<file path="src/rtl/mem_ctrl_pkg.sv">
`default_nettype none
// ============================================================================
//  Module      : mem_ctrl_pkg
//  Description : Shared types and constants for the byte-wide RAM port
//                controller: access-length codes, FSM state encoding,
//                RAM byte type and a helper that maps a length code to a
//                byte count.
//  Revision    : 1.0 - initial release
// ============================================================================
package mem_ctrl_pkg;

  // Access length codes carried on mem_len.
  typedef logic [1:0] mem_len_t;
  localparam mem_len_t MEM_LEN_B = 2'd0;
  localparam mem_len_t MEM_LEN_H = 2'd1;
  localparam mem_len_t MEM_LEN_W = 2'd2;

  // Controller state encoding.
  typedef enum logic [1:0] {
    ST_IDLE   = 2'd0,
    ST_IF_RD  = 2'd1,
    ST_MEM_RD = 2'd2,
    ST_MEM_WR = 2'd3
  } mem_state_t;

  // One RAM byte.
  typedef logic [7:0] ram_byte_t;

  // Byte count for a length code; the unused code 3 behaves as a word.
  function automatic logic [2:0] len_to_n(input mem_len_t len);
    case (len)
      MEM_LEN_B: len_to_n = 3'd1;
      MEM_LEN_H: len_to_n = 3'd2;
      default:   len_to_n = 3'd4;
    endcase
  endfunction

endpackage : mem_ctrl_pkg
`default_nettype wire

</file>
<file path="src/rtl/mem_ctrl.sv">
`default_nettype none
// ============================================================================
//  Module      : mem_ctrl
//  Description : Arbitrates one byte-wide RAM port between instruction fetch
//                (IF) and load/store (MEM). Each granted access is run as a
//                sequence of single-byte transfers; read words are assembled
//                little-endian. Also produces the pipeline stall requests.
//  Revision    : 1.0 - initial release
//
//  Ports
//    clk, rst                 clock, synchronous active-low reset
//    if_req/if_addr/flush     IF fetch request, byte address, branch flush
//    mem_req/mem_we/mem_addr/
//    mem_len/mem_wdata        MEM load/store request
//    if_done/if_data          fetch completion pulse and instruction word
//    mem_done/mem_rdata       load/store completion pulse and load data
//    stallreq_if/stallreq_mem stall requests to the pipeline controller
//    ram_din                  RAM read byte (1-cycle read latency)
//    ram_a/ram_dout/ram_wr    RAM address, write byte, write strobe
// ============================================================================
module mem_ctrl
  import mem_ctrl_pkg::*;
#(
  parameter int ADDR_W = 32
) (
  input  logic              clk,
  input  logic              rst,
  input  logic              if_req,
  input  logic [ADDR_W-1:0] if_addr,
  input  logic              flush,
  input  logic              mem_req,
  input  logic              mem_we,
  input  logic [ADDR_W-1:0] mem_addr,
  input  logic [1:0]        mem_len,
  input  logic [31:0]       mem_wdata,
  output logic              if_done,
  output logic [31:0]       if_data,
  output logic              mem_done,
  output logic [31:0]       mem_rdata,
  output logic              stallreq_if,
  output logic              stallreq_mem,
  input  logic [7:0]        ram_din,
  output logic [ADDR_W-1:0] ram_a,
  output logic [7:0]        ram_dout,
  output logic              ram_wr
);

  // --------------------------------------------------------------------------
  // State and datapath registers
  // --------------------------------------------------------------------------
  mem_state_t        r_state;
  mem_state_t        w_state_nxt;
  logic [ADDR_W-1:0] r_base;
  logic [2:0]        r_cnt;
  logic [2:0]        r_n;
  logic [31:0]       r_wdata;
  logic [31:0]       r_asm;
  logic [31:0]       r_if_data;
  logic [31:0]       r_mem_rdata;
  logic              r_if_done;
  logic              r_mem_done;

  // --------------------------------------------------------------------------
  // Combinational control
  // --------------------------------------------------------------------------
  logic              w_idle_ok;
  logic              w_grant_mem;
  logic              w_grant_if;
  logic              w_last_rd;
  logic              w_last_wr;
  logic              w_in_range;
  logic              w_if_fin;
  logic              w_mem_fin;
  logic              w_rd_state;
  logic [ADDR_W-1:0] w_addr;
  logic [1:0]        w_lane;
  logic [31:0]       w_asm_nxt;
  ram_byte_t         w_wr_byte;

  // A done pulse in flight blocks any new grant for that cycle, so the
  // requester that just completed gets one bubble to drop its level request.
  assign w_idle_ok   = (r_state == ST_IDLE) & ~r_if_done & ~r_mem_done;
  assign w_grant_mem = w_idle_ok & mem_req;
  assign w_grant_if  = w_idle_ok & ~mem_req & if_req & ~flush;

  assign w_last_rd   = (r_cnt == r_n);
  assign w_last_wr   = (r_cnt == (r_n - 3'd1));
  assign w_in_range  = (r_cnt < r_n);
  assign w_rd_state  = (r_state == ST_IF_RD) | (r_state == ST_MEM_RD);

  // Wraps naturally modulo 2^ADDR_W.
  assign w_addr      = r_base + ADDR_W'(r_cnt);

  // RAM data returns one cycle after its address, so the byte arriving
  // while cnt == k belongs to lane k-1. cnt == 4 maps to lane 3 by wrapping.
  assign w_lane      = r_cnt[1:0] - 2'd1;
  assign w_wr_byte   = r_wdata[{r_cnt[1:0], 3'b000} +: 8];

  always_comb begin
    w_asm_nxt = r_asm;
    if (w_rd_state && (r_cnt != 3'd0)) begin
      w_asm_nxt[{w_lane, 3'b000} +: 8] = ram_din;
    end
  end

  // IF completion is suppressed when flush arrives in the final cycle too.
  assign w_if_fin  = (r_state == ST_IF_RD) & ~flush & w_last_rd;
  assign w_mem_fin = ((r_state == ST_MEM_RD) & w_last_rd) |
                     ((r_state == ST_MEM_WR) & w_last_wr);

  // --------------------------------------------------------------------------
  // FSM: state register
  // --------------------------------------------------------------------------
  always_ff @(posedge clk) begin
    if (!rst) begin
      r_state <= ST_IDLE;
    end else begin
      r_state <= w_state_nxt;
    end
  end

  // --------------------------------------------------------------------------
  // FSM: next state and RAM-side outputs
  // --------------------------------------------------------------------------
  always_comb begin
    w_state_nxt = r_state;
    ram_a       = '0;
    ram_dout    = 8'h00;
    ram_wr      = 1'b0;
    unique case (r_state)
      ST_IDLE: begin
        if (w_grant_mem) begin
          w_state_nxt = mem_we ? ST_MEM_WR : ST_MEM_RD;
        end else if (w_grant_if) begin
          w_state_nxt = ST_IF_RD;
        end
      end
      ST_IF_RD: begin
        if (w_in_range) begin
          ram_a = w_addr;
        end
        if (flush || w_last_rd) begin
          w_state_nxt = ST_IDLE;
        end
      end
      ST_MEM_RD: begin
        if (w_in_range) begin
          ram_a = w_addr;
        end
        if (w_last_rd) begin
          w_state_nxt = ST_IDLE;
        end
      end
      ST_MEM_WR: begin
        if (w_in_range) begin
          ram_a    = w_addr;
          ram_dout = w_wr_byte;
          ram_wr   = 1'b1;
        end
        if (w_last_wr) begin
          w_state_nxt = ST_IDLE;
        end
      end
      default: begin
        w_state_nxt = ST_IDLE;
      end
    endcase
  end

  // --------------------------------------------------------------------------
  // Datapath: access parameters, byte counter, assembly and result registers
  // --------------------------------------------------------------------------
  always_ff @(posedge clk) begin
    if (!rst) begin
      r_base      <= '0;
      r_cnt       <= 3'd0;
      r_n         <= 3'd0;
      r_wdata     <= 32'h0;
      r_asm       <= 32'h0;
      r_if_data   <= 32'h0;
      r_mem_rdata <= 32'h0;
      r_if_done   <= 1'b0;
      r_mem_done  <= 1'b0;
    end else begin
      r_if_done  <= w_if_fin;
      r_mem_done <= w_mem_fin;

      if (w_grant_mem) begin
        r_base  <= mem_addr;
        r_n     <= len_to_n(mem_len);
        r_wdata <= mem_wdata;
        r_cnt   <= 3'd0;
        r_asm   <= 32'h0;
      end else if (w_grant_if) begin
        r_base  <= if_addr;
        r_n     <= 3'd4;
        r_wdata <= 32'h0;
        r_cnt   <= 3'd0;
        r_asm   <= 32'h0;
      end else if (r_state != ST_IDLE) begin
        r_cnt <= (w_state_nxt == ST_IDLE) ? 3'd0 : (r_cnt + 3'd1);
        r_asm <= w_asm_nxt;
      end

      if (w_if_fin) begin
        r_if_data <= w_asm_nxt;
      end
      if ((r_state == ST_MEM_RD) && w_last_rd) begin
        r_mem_rdata <= w_asm_nxt;
      end
    end
  end

  // --------------------------------------------------------------------------
  // Pipeline-side outputs
  // --------------------------------------------------------------------------
  assign if_done      = r_if_done;
  assign if_data      = r_if_data;
  assign mem_done     = r_mem_done;
  assign mem_rdata    = r_mem_rdata;
  assign stallreq_if  = if_req & ~r_if_done;
  assign stallreq_mem = mem_req & ~r_mem_done;

endmodule : mem_ctrl
`default_nettype wire
</file>
<file path="config.mk">
export PLATFORM = sky130hd
export DESIGN_NAME = mem_ctrl
export DESIGN_NICKNAME = d
export VERILOG_FILES = /design/src/rtl/mem_ctrl_pkg.sv /design/src/rtl/mem_ctrl.sv
export SDC_FILE = /design/constraint.sdc
export NUM_CORES = 1
export LEC_CHECK = 0
export CAP_MARGIN = 20
export CORE_MARGIN = 1
export CORE_UTILIZATION = 48
export DETAILED_ROUTE_END_ITERATION = 8
export PLACE_DENSITY = 0.77
export SLEW_MARGIN = 40
export SYNTH_ARGS = -nofsm -noshare
export SYNTH_HDL_FRONTEND = slang
export SYNTH_SLANG_ARGS = --single-unit
export TNS_END_PERCENT = 30
</file>
<file path="constraint.sdc">
create_clock -name clk -period 3.7 [get_ports clk]
set_input_delay 0.74 -clock clk [delete_from_list [all_inputs] [get_ports clk]]
set_output_delay 0.74 -clock clk [all_outputs]
set_load 0.01 [all_outputs]
</file>
==> flow_summary.ini, run 1 <==
[critical_path]
path_cells = ha_1 -> inv_1 -> fa_2 -> nand2b_4 -> a2111oi_4 -> or3b_1 -> xor2_1 -> nor2_2 -> dlygate4sd2_1
arrival_ns = 2.84
crit_required_ns = 2.96
crit_fanout = 2
r2r_slack_ns = 1.13
r2r_start = r_cnt[0]$_SDFFE_PP0P_
cp-end-kind = output port
reg2reg_depth = 8
worstSetupPathType = register to output port
r2r_end = if_data[5]$_SDFFE_PN0P_
cp-start-kind = register
critPathSlowestCell = a2111oi_4
cpPeakStageDelay_ns = 0.40

[finish]
drive_gt1_share_pct = 7.39
final_cell_mix = 208 x clkdlybuf4s50_1, 181 x nor2_1, 170 x dfxtp_1
n_antenna_cell = 0
synthToLayoutAreaGrowth_pct = 38.4
final_common_cell = clkdlybuf4s50_1
stdcell_count = 1299
fin_nets = 1203

[routing]
firstDrtPassIters = 5
num_vias = 7084
drtAntennaViolNets = 0
first_iter_violations = 476
wl_per_cell_um = 16.4
viasPerCell = 5.45
wl_um = 21300
drc = 0

[placed_design]
routabilityCongestion = 0.826
hpwl_um = 14800
io_buffer_count = 220
dpl.cell_count = 1267

[sta]
period_needed_ns = 3.58
slew_headroom_pct = 57.4
period_share_pct = 96.7
worstMarginPinSlew_ns = 0.632
skew_ns = 0.00844
setup_tns_ns = 0
hold_viol_final = 0
setup_viol = 0
final_max_slew_viol_count = 0
fmax_ghz = 0.279

[die]
coreArea_um2 = 15900
io_pins = 221
die_area_um2 = 16700
initial_utilization_pct = 49.0
fp.dieH_um = 129
rows = 46
dieWidth_um = 129

[clock_network]
clockBufferDepth = 2
cts_tree = done
clockRootBuffer = clkbuf_16
clk_latency_ns = 0.43
ctsHoldBuffers = 0
clock-sinks = 170
cts_buffers = 17
clk_pin_slew_ns = 0.06
h-tree-depth = 4

[power_and_ir_drop]
vdd_drop_max_uv = 385
power.switching_mw = 2.72
p_per_area_nw_per_um2 = 673
combPwrFrac_pct = 39.8
p_int_mw = 4.54
seqPwrFrac_pct = 38.1
swShare_pct = 37.5
clkPwrFrac_pct = 22.0
p_leak_nw = 4.02

[logic_synthesis]
ys_seq_area_share_pct = 43.7
ys_top_cells_by_area = dfxtp_1 44%, a211oi_1 13%, nor2_1 8.9%
ys.flop_type = dfxtp_1
syn_nets = 1008
yosys.area.top_type_share_pct = 43.7
syn_inst = 877
ys_ff_latch = 170
synth_area_leader_cell = dfxtp_1
synth-edff-count = 0
ys.warnings.count = 0
synth.distinct_cells = 49
avgSynthCellArea_um2 = 8.88
ys_async_sr_fraction_pct = 0
syn_area_um2 = 7790

[worst_hold_path]
whs_path_depth = 1
whs_endpoint = r_wdata[12]$_SDFFE_PN0P_
hold_start = r_wdata[12]$_SDFFE_PN0P_
worstHoldPathType = register to register

[grt]
antenna_found_initial = 0
grt_pass1_wl_um = 33800
overflow = 0
grt_max_degree = 84
first_global_vias = 6710
track_usage_pct = 25.9

[flow_run]
cap_violations = 0

[run_status]
status = complete, no violations
==> layout make-up <==
cell class / count / area (um^2)
Clock buffer: 18 / 429
Clock inverter: 12 / 92.6
Fill cell: 1339 / 5110
Inverter: 20 / 78.8
Multi-Input combinational cell: 617 / 4080
Sequential cell: 170 / 3400
Tap cell: 216 / 270
Timing Repair Buffer: 246 / 2430
==> worst max-delay path by stage <==
stage                                       start        end  slack [ns]  cells past startpoint
after global routing      r_base[11]$_SDFFE_PN0P_  ram_a[29]      -0.007                      7
after CTS                   r_cnt[1]$_SDFFE_PP0P_  ram_a[31]       -0.05                      8
after floorplan             r_cnt[1]$_SDFFE_PP0P_  ram_a[16]        0.31                      8
after detailed placement    r_cnt[0]$_SDFFE_PP0P_  ram_a[16]        0.18                      9
final                      r_base[0]$_SDFFE_PN0P_  ram_a[16]        0.12                      9
after global placement     r_base[0]$_SDFFE_PN0P_  ram_a[16]        0.21                      9
==> worst max-delay path, delay by kind of cell (launching register included) <==
family	cells	cell delay, ns
xor gates and xnor gates	1	0.15
DFF	1	0.33
buffers and inverters	2	0.34
adders and majority gates	2	0.55
AOI/OAI and AO/OA	1	0.40
and+or+nand+nor	3	0.64
==> registers in the layout, indices dropped and copies added (netlist names) <==
| name | count |
|---|---|
| r_asm | 32 |
| if_done | 1 |
| r_cnt | 3 |
| r_base | 32 |
| mem_done | 1 |
| r_n | 3 |
| r_wdata | 32 |
| r_state | 2 |
| if_data | 32 |
| mem_rdata | 32 |
==> synthesized netlist by cell type (all sizes together) (12+ instances only) <==
cell type / number
a22o: 32
ha: 18
buf: 15
nand4: 17
nor2: 185
dfxtp: 170
nor3: 12
clkbuf: 55
inv: 20
a211oi: 131
nand2: 36
mux2i: 32
xor2: 19
a21oi: 35
==> metrics by stage <==
| step | setup slack, ns | power (mW) | cell area (um^2) | utilization [%] | hold WS, ns |
|---|---|---|---|---|---|
| detailed placement | 0.177 | 5.67 | 10200 | 64.3 | 0.462 |
| CTS | -0.0539 | 7.28 | 10700 | 67.6 | 0.477 |
| floorplan | 0.310 | 4.59 | 7790 | - | 0.444 |
| global route | -0.00687 | 7.73 | 10800 | 67.8 | 0.487 |
| finish | 0.122 | 7.26 | 10800 | 67.8 | 0.477 |
| global placement | 0.214 | 5.60 | 10200 | 64.3 | 0.457 |
==> per-layer routing <==
layer / vias up / wire [um] / global-route usage [%]
met5: - / 0 / 0
met4: 0 / 250 / 7.13
met3: 21 / 1360 / 6.61
met2: 212 / 9830 / 42.0
met1: 3292 / 9870 / 34.1
li1: 3559 / - / -
==> cells by family after synthesis <==
kind of cell / after synthesis / synth area share (%)
AOI/OAI and AO/OA: 221 / 20.9
xor gates and xnor gates: 30 / 3.57
adders and majority gates: 19 / 3.15
buffers and inverters: 90 / 4.48
DFF: 170 / 43.7
muxes: 40 / 6.42
and+or+nand+nor: 307 / 17.8
==> repair_timing <==
action	in CTS	in global routing
buffers inserted	1	1
gates resized for setup	13	7
pin swaps	1	1
gates cloned	0	0
setup endpoints to repair	12	15
==> power by group through the flow <==
stage | clock network [mW] | logic, mW | registers (mW)
4_1_cts | 1.63 | 2.89 | 2.76
6_report | 1.60 | 2.89 | 2.77
2_1_floorplan | 0 | 1.80 | 2.80
3_5_place_dp | 0 | 2.88 | 2.79
5_1_grt | 1.71 | 3.19 | 2.83
3_3_place_gp | 0 | 2.82 | 2.77
No activity file was read; power rests on OpenSTA's default activity.
==> run 2: changes to the inputs <==
--- a/config.mk
+++ b/config.mk
@@ -7,10 +7,11 @@
 export LEC_CHECK = 0
 export CAP_MARGIN = 20
 export CORE_MARGIN = 1
-export CORE_UTILIZATION = 48
+export CORE_UTILIZATION = 50
+export CTS_BUF_LIST = sky130_fd_sc_hd__clkbuf_4
 export DETAILED_ROUTE_END_ITERATION = 8
-export PLACE_DENSITY = 0.77
-export SLEW_MARGIN = 40
+export PLACE_DENSITY = 0.8
+export SLEW_MARGIN = 20
 export SYNTH_ARGS = -nofsm -noshare
 export SYNTH_HDL_FRONTEND = slang
 export SYNTH_SLANG_ARGS = --single-unit
==> constraint.sdc (replaced) <==
create_clock -name clk -period 3.4 [get_ports clk]
set_input_delay 0.68 -clock clk [delete_from_list [all_inputs] [get_ports clk]]
set_output_delay 0.68 -clock clk [all_outputs]
set_load 0.01 [all_outputs]
==> run 2 against run 1 <==
Effect of this change:
- the run now ends with negative setup slack left
- worst setup slack worse by 0.17 ns
- combinational power up 10%
- non-clock buffer count grew 11
- critical endpoint is now ram_a[30]
- largest cell class unchanged
==> flow_summary.ini, run 2 (synthesis results as in run 1) <==
[run_status]
status = finished with violations
failed_checks = negative setup slack

[finish]
regArea_um2 = 3410
fill_cells = 1232
drive_gt1_share_pct = 10.7
final_util_pct = 69.5
synthToLayoutAreaGrowth_pct = 35.7
stdcell_count = 1283
fin_nets = 1214
final_common_cell = clkdlybuf4s50_1
multi_input_area_um2 = 4140
final_cell_mix = 189 x clkdlybuf4s50_1, 180 x nor2_1, 167 x dfxtp_1

[power_and_ir_drop]
p_leak_nw = 4.06
combPwrFrac_pct = 43.6
vdd_drop_max_uv = 500
power_mw = 7.29
p_per_area_nw_per_um2 = 690
clkPwrFrac_pct = 15.2
power.switching_mw = 2.91
swShare_pct = 39.9
seqPwrFrac_pct = 41.2
p_int_mw = 4.39

[clock_network]
ctsHoldBuffers = 0
clockRootBuffer = clkbuf_4
cts_tree = done
clk_latency_ns = 0.57
h-tree-depth = 4
cts_buffers = 17
clock-sinks = 170
clk_pin_slew_ns = 0.14
clockBufferDepth = 2

[routing]
drtAntennaViolNets = 0
wl_um = 21300
first_iter_violations = 527
drc = 0
num_vias = 7155
wl_per_cell_um = 16.6
viasPerCell = 5.58
firstDrtPassIters = 5

[flow_run]
cap_violations = 0

[die]
io_pins = 221
rows = 45
coreArea_um2 = 15200
die_area_um2 = 16100
initial_utilization_pct = 51.2
dieWidth_um = 127
fp.dieH_um = 127

[placed_design]
place_ws_ns = -0.00827
io_buffer_count = 220
routabilityCongestion = 0.847
dpl.cell_count = 1245
hpwl_um = 14600

[worst_hold_path]
worstHoldPathType = register to register
whs_path_depth = 2

[grt]
overflow = 0
antenna_found_initial = 1
grt_pass1_wl_um = 34700
track_usage_pct = 26.8
first_global_vias = 6803
grt_max_degree = 73

[sta]
setup_ws_ns = -0.0492
fmax_ghz = 0.290
skew_ns = 0.0222
grt_setup_unrepaired = yes
worstMarginPinSlew_ns = 0.725
hold_viol_final = 0
period_share_pct = 101
slew_headroom_pct = 51.6
setup_viol = 3
final_max_slew_viol_count = 0
period_needed_ns = 3.45

[critical_path]
crit_required_ns = 2.72
path_cells = ha_4 -> inv_2 -> fa_2 -> nand2b_4 -> buf_6 -> a211oi_2 -> buf_4 -> buf_6 -> buf_6 -> nand4_1 -> xor2_1 -> nor2_1 -> buf_2
cp-end-kind = output port
reg2reg_depth = 6
cp-start-kind = register
worstSetupPathType = register to output port
critPathSlowestCell = dfxtp_4
crit_top_cell = buf_6
crit_fanout = 3
arrival_ns = 2.77
cpPeakStageDelay_ns = 0.39
## run 2: cell count changes in the layout (fill, tap and decap cells not counted), moves of 5 or more
cell	before	now
buf_2	0	12
buf_4	22	30
clkbuf_16	17	0
clkbuf_4	0	18
dlygate4sd2_1	9	14
clkdlybuf4s50_1	208	189
## run 2: timing repair
item | in CTS | in global routing
buffers inserted | 4 | 3
gates resized for setup | 82 | 13
setup endpoints to repair | 41 | 30
pin swaps | 12 | 9
## run 2: layout make-up
type | count | share of cell area [%]
clock inverter | 12 | 1.11
clock buffer | 18 | 1.28
sequential | 170 | 32.2
antenna | 1 | 0.0237
inverter | 20 | 0.722
timing repair buffer | 257 | 23.2
multi-input combinational | 617 | 39.1
tap | 188 | 2.22
## run 2: metal layers
metal | up-vias | GRT usage [%] | part of all wire (%)
li1 | 3589 | - | -
met1 | 3316 | 36.5 | 47
met2 | 230 | 43.0 | 46
met3 | 20 | 6.20 | 6.4
met4 | 0 | 6.79 | 1.2
met5 | - | 0 | 0
## run 2: through the flow
step	instance area, um^2	hold WS [ns]	setup TNS [ns]
2_1_floorplan	7790	0.444	0
3_3_place_gp	10200	0.457	0
3_5_place_dp	10200	0.462	-0.00827
4_1_cts	10500	0.489	-0.787
5_1_grt	10600	0.511	-1.45
6_report	10600	0.487	-0.0940
## run 2: power groups by stage
stage | Sequential (mW) | Combinational [mW] | Clock (mW)
floorplan | 3.04 | 1.96 | 0
global placement | 3.01 | 3.09 | 0
detailed placement | 3.04 | 3.15 | 0
CTS | 3.00 | 3.16 | 1.13
global route | 3.08 | 3.51 | 1.22
finish | 3.01 | 3.18 | 1.11
## run 2: path summary, 6_finish.rpt
check                         start                    endpoint  slack [ns]
max reg2reg   r_state[1]$_SDFF_PN0_  mem_rdata[30]$_SDFFE_PN0P_        0.88
min reg2reg  r_asm[11]$_SDFFE_PP0P_      r_asm[11]$_SDFFE_PP0P_        0.49
min          r_asm[11]$_SDFFE_PP0P_      r_asm[11]$_SDFFE_PP0P_        0.49
max           r_cnt[0]$_SDFFE_PP0P_                   ram_a[30]       -0.05
## run 2: worst max-delay path, delay by kind of cell, from the launching register on
family,cells,cell delay (ns)
DFF,1,0.39
and+or+nand+nor,3,0.34
AOI/OAI and AO/OA,1,0.20
adders and majority gates,2,0.47
xor gates and xnor gates,1,0.17
buffers and inverters,6,0.63
==> run 3: changes to the inputs <==
--- a/config.mk
+++ b/config.mk
@@ -10,7 +10,7 @@
 export CORE_UTILIZATION = 50
 export CTS_BUF_LIST = sky130_fd_sc_hd__clkbuf_4
 export DETAILED_ROUTE_END_ITERATION = 8
-export PLACE_DENSITY = 0.8
+export PLACE_DENSITY = 0.83
 export SLEW_MARGIN = 20
 export SYNTH_ARGS = -nofsm -noshare
 export SYNTH_HDL_FRONTEND = slang
==> run 3 against run 2 <==
Effect of this change:
- the run still ends with negative setup slack left
- die area unchanged
- cell count increased by 0.23%
- clock skew decreased by 0.0053 ns
- first-iteration DRC count decreased by 16%
- core utilization decreased by 0.26 points
- clock power decreased by 4%
- worst setup slack got worse by 0.0059 ns
- critical path type unchanged
- critical endpoint unchanged
==> flow_summary.ini, run 3 (synthesis results as in run 1) <==
[sta]
period_needed_ns = 3.46
setup_ws_ns = -0.0551
grt_setup_unrepaired = yes
final_max_slew_viol_count = 0
slew_headroom_pct = 31.7
period_share_pct = 102
worstMarginPinSlew_ns = 1.02
skew_ns = 0.0169
hold_viol_final = 0
fmax_ghz = 0.289
setup_viol = 5

[critical_path]
cpPeakStageDelay_ns = 0.37
critPathTopFamily = buffers and inverters
crit_required_ns = 2.72
critPathSlowestCell = dfxtp_2
crit_top_cell = buf_6
crit_fanout = 3
arrival_ns = 2.78
path_cells = ha_4 -> inv_2 -> fa_2 -> nand2b_4 -> buf_6 -> a211oi_2 -> buf_4 -> buf_6 -> nand4_1 -> xor2_1 -> nor2_1 -> buf_2
worstSetupPathType = register to output port
crit_buf_inv = 5
cp-end-kind = output port
cp-start-kind = register

[routing]
num_vias = 7145
drtAntennaViolNets = 0
drc = 0
wl_um = 20800
wl_per_cell_um = 16.2
first_iter_violations = 441
firstDrtPassIters = 7
viasPerCell = 5.56

[finish]
drive_gt1_share_pct = 10.3
fin_nets = 1215
synthToLayoutAreaGrowth_pct = 35.2
final_util_pct = 69.3
final_common_cell = clkdlybuf4s50_1
stdcell_count = 1286
final_cell_mix = 189 x clkdlybuf4s50_1, 181 x nor2_1, 167 x dfxtp_1

[die]
fp.dieH_um = 127
die_area_um2 = 16100
dieWidth_um = 127
coreArea_um2 = 15200
initial_utilization_pct = 51.2
io_pins = 221
rows = 45

[grt]
grt_pass1_wl_um = 33300
track_usage_pct = 25.9
first_global_vias = 6654
antenna_found_initial = 1
grt_max_degree = 67
overflow = 0

[placed_design]
dpl.cell_count = 1246
hpwl_um = 14500
routabilityCongestion = 0.855
io_buffer_count = 220

[clock_network]
clockRootBuffer = clkbuf_4
cts_tree = done
clk_pin_slew_ns = 0.12
clk_latency_ns = 0.57
h-tree-depth = 4
clockBufferDepth = 2
cts_buffers = 17
clock-sinks = 170

[run_status]
status = finished with violations
failed_checks = negative setup slack

[worst_hold_path]
worstHoldPathType = register to register

[power_and_ir_drop]
vdd_drop_max_uv = 456
p_leak_nw = 4.00
p_per_area_nw_per_um2 = 684

[flow_run]
cap_violations = 0
==> run 3: worst paths after layout <==
path | start | end | slack [ns] | depth (start not counted)
setup / recovery | r_base[0]$_SDFFE_PN0P_ | ram_a[30] | -0.06 | 12
hold / removal | r_asm[1]$_SDFFE_PP0P_ | r_asm[1]$_SDFFE_PP0P_ | 0.49 | 2
setup reg to reg | r_cnt[0]$_SDFFE_PP0P_ | r_asm[29]$_SDFFE_PP0P_ | 0.88 | 7
hold reg to reg | r_asm[1]$_SDFFE_PP0P_ | r_asm[1]$_SDFFE_PP0P_ | 0.49 | 2
==> run 3: area by class of cell <==
class | count | area (um^2)
sequential | 170 | 3410
antenna | 2 | 5.00
fill | 1244 | 4670
multi-input combinational | 617 | 4110
inverter | 20 | 76.3
timing repair buffer | 258 | 2450
clock inverter | 11 | 97.6
tap | 188 | 235
clock buffer | 20 | 150
==> run 3: where the power goes <==
part,internal [mW],leakage (nW),switching (mW)
Combinational,1.40,2.47,1.73
Clock,0.381,0.133,0.689
Sequential,2.59,1.39,0.408
Total,4.37,4.00,2.83
==> run 3: worst register-to-register path: cells and delay by family, from the launching register on <==
family	cells	cell delay, ns
AO/OA/AOI/OAI	2	0.55
adder cells (fa/ha/maj)	1	0.43
buffers and inverters	3	0.51
flip-flops	1	0.38
AND/OR/NAND/NOR	1	0.58
==> run 3: what timing repair did <==
action	CTS	global route
gates resized for setup	76	16
setup buffers	3	3
setup endpoints to repair	37	33
hold buffers	0	0
endpoints found under the hold margin	0	0
pin swaps	6	7
==> run 3: stage by stage <==
stage	setup TNS, ns	hold WS [ns]	setup slack, ns	total power, mW	area [um^2]
floorplan	0	0.444	0.0705	5.00	7790
global placement	-0.0266	0.458	-0.0266	6.08	10200
detailed placement	-0.0202	0.461	-0.0202	6.17	10200
CTS	-0.576	0.488	-0.182	7.24	10500
global route	-2.24	0.505	-0.200	7.73	10500
finish	-0.150	0.490	-0.0551	7.20	10500
==> run 3: layer usage <==
metal / wire length [um] / GRT usage [%] / up-vias
met5: 0 / 0 / -
met4: 284 / 7.84 / 0
met3: 1500 / 6.16 / 23
met2: 9470 / 41.8 / 269
met1: 9580 / 34.5 / 3262
li1: - / - / 3591
